$ cat config.mk
export PLATFORM = sky130hd
export DESIGN_NAME = if_id_register
export DESIGN_NICKNAME = d
export VERILOG_FILES = /design/src/rtl/if_id_register_pkg.sv /design/src/rtl/if_id_register_imm_select_predecoder.sv /design/src/rtl/if_id_register.sv
export SDC_FILE = /design/constraint.sdc
export NUM_CORES = 1
export LEC_CHECK = 0
export BUFFER_PORTS_ARGS = -buffer_cell sky130_fd_sc_hd__buf_4
export CORE_MARGIN = 1.5
export CORE_UTILIZATION = 39
export DETAILED_ROUTE_END_ITERATION = 6
export PLACE_DENSITY = 0.74
export SLEW_MARGIN = 20
export SYNTH_ARGS = -nofsm -noshare
export SYNTH_HDL_FRONTEND = slang
export SYNTH_SLANG_ARGS = --single-unit
$ cat constraint.sdc
create_clock -name clk -period 0.8 [get_ports clk]
set_input_delay 0.24 -clock clk [delete_from_list [all_inputs] [get_ports clk]]
set_output_delay 0.24 -clock clk [all_outputs]
set_load 0.02 [all_outputs]
$ cat src/rtl/if_id_register_pkg.sv
// Shared constants for the IF/ID stage, sign extender and controller:
// bubble word, 5-bit primary opcodes and imSrcSelect codes.
package if_id_register_pkg;

  localparam logic [15:0] NOP_WORD = 16'h0800;

  localparam logic [4:0] ADDIU   = 5'b01001;
  localparam logic [4:0] ADDIU3  = 5'b01000;
  localparam logic [4:0] B       = 5'b00010;
  localparam logic [4:0] BEQZ    = 5'b00100;
  localparam logic [4:0] BNEZ    = 5'b00101;
  localparam logic [4:0] LI      = 5'b01101;
  localparam logic [4:0] LW      = 5'b10011;
  localparam logic [4:0] SW      = 5'b11011;
  localparam logic [4:0] LW_SP   = 5'b10010;
  localparam logic [4:0] SW_SP   = 5'b11010;
  localparam logic [4:0] SLTI    = 5'b01010;
  localparam logic [4:0] CMPI    = 5'b01110;
  localparam logic [4:0] SHIFT   = 5'b00110;
  localparam logic [4:0] OP01100 = 5'b01100;

  // Sub-opcodes in [10:8] of OP01100 that take a signed 8-bit immediate
  localparam logic [2:0] SUB_BTEQZ = 3'b000;
  localparam logic [2:0] SUB_ADDSP = 3'b011;

  // bit 3 = sign-extend, bits 2:0 = immediate field
  localparam logic [3:0] IMM_S8    = 4'b1000;
  localparam logic [3:0] IMM_S4    = 4'b1001;
  localparam logic [3:0] IMM_S5    = 4'b1010;
  localparam logic [3:0] IMM_S11   = 4'b1011;
  localparam logic [3:0] IMM_Z8    = 4'b0000;
  localparam logic [3:0] IMM_SHAMT = 4'b0101;

endpackage

$ cat src/rtl/if_id_register_imm_select_predecoder.sv
// Combinational opcode -> imSrcSelect code for the ID-stage sign extender.
module imm_select_predecoder
  import if_id_register_pkg::*;
(
  input  logic [4:0] i_opcode,
  input  logic [2:0] i_subop,
  output logic [3:0] o_imm_sel
);

  always_comb begin
    o_imm_sel = IMM_Z8;
    case (i_opcode)
      ADDIU, BEQZ, BNEZ, SLTI, CMPI, LW_SP, SW_SP: o_imm_sel = IMM_S8;
      OP01100: begin
        if ((i_subop == SUB_BTEQZ) || (i_subop == SUB_ADDSP))
          o_imm_sel = IMM_S8;
      end
      ADDIU3:  o_imm_sel = IMM_S4;
      LW, SW:  o_imm_sel = IMM_S5;
      B:       o_imm_sel = IMM_S11;
      LI:      o_imm_sel = IMM_Z8;
      SHIFT:   o_imm_sel = IMM_SHAMT;
      default: o_imm_sel = IMM_Z8;
    endcase
  end

endmodule

$ cat src/rtl/if_id_register.sv
// IF/ID pipeline register with stall hold, flush/empty-fetch bubbles and,
// when IMM_PREDECODE_EN is defined, a registered imSrcSelect pre-decode.
module if_id_register
  import if_id_register_pkg::*;
#(
  parameter logic [15:0] NOP_WORD = if_id_register_pkg::NOP_WORD
) (
  input  logic        clk,
  input  logic        rst,
  input  logic [15:0] instructionIn,
  input  logic [15:0] pcPlusOneIn,
  input  logic        fetchValid,
  input  logic        stall,
  input  logic        flush,
  output logic [15:0] instructionOut,
  output logic [15:0] pcPlusOneOut,
  output logic        validOut,
  output logic [3:0]  imSrcSelectOut
);

  logic [15:0] r_instr;
  logic [15:0] r_pc;
  logic        r_valid;
  logic        w_bubble;
  logic        w_load;

  // flush beats stall; an empty fetch only bubbles when not stalled
  assign w_bubble = flush || (!stall && !fetchValid);
  assign w_load   = !flush && !stall && fetchValid;

  always_ff @(posedge clk) begin
    if (!rst || w_bubble) begin
      r_instr <= NOP_WORD;
      r_pc    <= '0;
      r_valid <= 1'b0;
    end else if (w_load) begin
      r_instr <= instructionIn;
      r_pc    <= pcPlusOneIn;
      r_valid <= 1'b1;
    end
  end

`ifdef IMM_PREDECODE_EN
  logic [3:0] w_imm_sel;
  logic [3:0] r_imm_sel;

  imm_select_predecoder u_predecoder (
    .i_opcode  (instructionIn[15:11]),
    .i_subop   (instructionIn[10:8]),
    .o_imm_sel (w_imm_sel)
  );

  always_ff @(posedge clk) begin
    if (!rst || w_bubble)
      r_imm_sel <= IMM_Z8;
    else if (w_load)
      r_imm_sel <= w_imm_sel;
  end

  assign imSrcSelectOut = r_imm_sel;
`else
  assign imSrcSelectOut = '0;
`endif

  assign instructionOut = r_instr;
  assign pcPlusOneOut   = r_pc;
  assign validOut       = r_valid;

endmodule
Word-level counts from Yosys, hierarchy flattened:

Index checks and enable logic that the tools add are counted.

* register bits: 33
* input bits: 37
* output and inout bits: 37

* reductions and logical operators: 9

Operators by type and width (number)
* $logic_not 1->1: 4
* $logic_and 1x1->1: 3
* $logic_or 1x1->1: 2

Logic depth before layout (Yosys ltp):

* depth after elaboration: 4
* mapped depth: 4
* mapped depth without buffers: 2

Worst setup path before layout:

Ideal clock, no wire load.

* path type: in2reg
* from: input port flush
* to: register r_instr[13] (netlist: instructionOut[13])
* arrival time: 0.753 ns
* data required time: 0.730 ns
* slack: -0.023 ns
* stages on the path: 4
* buffers on the path: 2
* cells stage by stage: nand2b_1 -> clkbuf_2 -> buf_2 -> a21oi_1

* longest elaborated chain between the ends: 3

Ends and longest elaborated chain
* from (decl): line if_id_register.sv:14 `input logic flush,`
* $logic_not 1->1: line if_id_register.sv:29 `assign w_load = !flush && !stall && fetchValid;`
* $logic_and 1x1->1 (2 in a row): line if_id_register.sv:29
* to (signal assigned): line if_id_register.sv:37 `r_instr <= instructionIn;`
* to (decl): line if_id_register.sv:21 `logic [15:0] r_instr;`

Several ways; a longest one is shown, not always the timed one.
A chain may end at the register's enable or synchronous reset.

Final worst setup path:

* from: register r_instr[12] (netlist: instructionOut[12])
* to: output port instructionOut[12]

RTL lines
* to (decl): line if_id_register.sv:15 `output logic [15:0] instructionOut,`

No word-level cell between the ends.

==> results.yml <==
grt:
  overflow: 0
  grt_usage_pct: 18.5
  antenna_found_initial: 0
  grt_max_degree: 27
  grt_first_pass_wirelength_um: 5700
  first_global_vias: 1236
setup_path:
  crit_path_end_kind: "output port"
  critPathMaxFanout: 2
  r2r_end: "pcPlusOneOut[14]"
  cp.arrival_ps: 810
  cp-startpoint: "instructionOut[12]"
  worstPathRequired_ps: 560
  reg2reg_depth: 4
  crit_chain: "buf_6"
  cp_num_cells: 1
  r2r_slack_ps: 20
  criticalPathCategory: "flip-flop to output port"
  slowest_stage: "dfxtp_2"
  slowest_delay_ps: 360
  crit_buf_inv: 1
  start_kind: "flip-flop"
  crit_family: "flip-flops"
  r2r-start: "pcPlusOneOut[14]"
placed_design:
  dp_slack_ps: -151
  place_congestion: 0.664
  post_dp_cell_area_sq_um: 1960
  port-buffer-count: 69
  hpwl_um: 2270
power_and_ir_drop:
  p_sw_uw: 784
  clkPwrFrac_pct: 28.0
  intPower_uw: 2330
  p_comb_share_pct: 17.3
  p_leak_uw: 0.000925
  switching_share_pct: 25.2
  max-vdd-ir-drop_mv: 1.01
  p_seq_share_pct: 54.7
  powerDensity_nw_per_um2: 1400
clock_network:
  clock-sinks: 33
  clockBufferDepth: 2
  cts_tree: "done"
  cts_root_buf: "clkbuf_4"
  insertion_delay_ps: 320
  htreeDepth: 2
  clk_pin_slew_ps: 100
  cts_buffers: 5
worst_hold_path:
  worst_hold_path.endpoint: "instructionOut[11]"
  min_path_cells: 3
  holdCritStartpoint: "instructionIn[11]"
  hp-class: "input pin to flip-flop"
floorplanning:
  initial_utilization_pct: 41.0
  dieWidth_um: 62.5
  rows: 21
  io_pins: 74
  die-area_sq_um: 3900
  die_y_um: 62.5
  coreArea_sq_um: 3360
timing:
  setup_viol: 33
  rsz0062_at_grt: "true"
  period_needed_ps: 1050
  timing.final.crit_share_pct: 131
  layout_setup_ws_ps: -247
  final.setup_skew_ps: 0
  timing.fmax_ghz: 0.955
  hold_violations: 0
  maxSlewViolCount: 0
finish:
  antennaDiodeCount: 0
  drive_gt1_share_pct: 57.0
  fin_nets: 264
  final_cell_area_sq_um: 2220
  syn_to_final_growth_pct: 61.0
routing:
  drtIter0Drc: 55
  vias: 1291
  totalWireLength_um: 3410
  ant_nets: 0
  drcViolationCount: 0
  first_pass_iters: 4
  drt-vias-per-instance: 4.71
  wl_per_cell_um: 12.4
synth:
  synth.distinct_cells: 17
  synthCells: 152
  ys_seq_area_share_pct: 47.9
  ys_ff_latch: 33
  syn_area_sq_um: 1380
  syn_area_per_cell_sq_um: 9.07
  yosys_warnings: 0
flow_run:
  maxCapViolCount: 0
status:
  outcome: "finished, violations left"
  violations: "setup timing"
-- worst max path at each step --
| stage | end | slack [ps] |
|---|---|---|
| 6_report | instructionOut[12] | -250 |
| 5_1_grt | instructionOut[12] | -280 |
| 4_1_cts | instructionOut[12] | -260 |
| 3_5_place_dp | pcPlusOneOut[5] | -150 |
| 3_3_place_gp | pcPlusOneOut[11] | -120 |
| 2_1_floorplan | instructionOut[13] | -8 |
-- final cells by class --
class	instances	area [sq um]
Fill cell	307	1140
Timing Repair Buffer	84	805
Sequential cell	33	702
Multi-Input combinational cell	103	607
Tap cell	46	57.6
Clock buffer	8	48.8
-- logic make-up after synthesis --
kind of cell | count (synthesis) | synth area share (%)
AND/OR/NAND/NOR | 66 | 28.9
flip-flops | 33 | 47.9
AO/OA/AOI/OAI | 32 | 12.9
buffers and inverters | 19 | 9.35
multiplexers | 1 | 0.726
other | 1 | 0.272
-- power by group through the flow --
stage / logic (uW) / clock network, uW / registers (uW)
CTS: 532 / 908 / 1700
finish: 538 / 873 / 1700
global route: 584 / 979 / 1710
global placement: 504 / 0 / 1730
floorplan: 230 / 0 / 1770
detailed placement: 509 / 0 / 1730
-- layout by cell type (no fill, tap or decap), types with 4 or more instances in the layout --
master and n:
a21oi_1 26, buf_12 4, nand2_1 30, conb_1 4
buf_6 33, clkbuf_4 5, dfxtp_2 33, nand3b_1 29
a21oi_2 5, buf_4 47
-- stage by stage --
step                power (uW)  util [%]  setup TNS, ps  instances  hold slack [ps]
floorplan                 2000         -           -158        155              389
global placement          2240      58.3          -3230        261              441
detailed placement        2240      58.3          -3910        261              444
CTS                       3150      64.9          -8110        270              136
global route              3270      66.0          -8790        274              157
finish                    3120      66.0          -7510        274              154
-- flip-flops by register name (all words and copies together), names as in the netlist --
register	flops
validOut	1
instructionOut	16
pcPlusOneOut	16
-- timing repair --
action | 4_1_cts | 5_1_grt
endpoints found under the setup margin | 33 | 33
gates resized for setup | 66 | 2
buffers inserted | 1 | 4
hold buffers | 0 | 0
-- synth_stat cells --
library cell,count,area (sq um)
dfxtp_1,33,661
buf_2,9,45.0
nor3b_1,1,7.51
nand2b_1,1,6.26
nor2b_1,1,6.26
buf_6,3,33.8
nand3b_1,29,218
nand3b_4,2,40.0
a21oi_1,27,135
conb_1,1,3.75
mux2i_1,1,10.0
nor2_1,1,3.75
a21oi_2,4,35.0
buf_4,6,45.0
clkbuf_2,1,5.00
o21bai_1,1,7.51
nand2_1,31,116
-- routing by layer --
| metal | wire (um) | vias up | track usage [%] |
|---|---|---|---|
| li1 | - | 648 | - |
| met1 | 1440 | 591 | 21.9 |
| met2 | 1650 | 47 | 30.0 |
| met3 | 269 | 5 | 7.57 |
| met4 | 49 | 0 | 6.67 |
| met5 | 0 | - | 0 |
No activity file was read; power rests on OpenSTA's default activity.
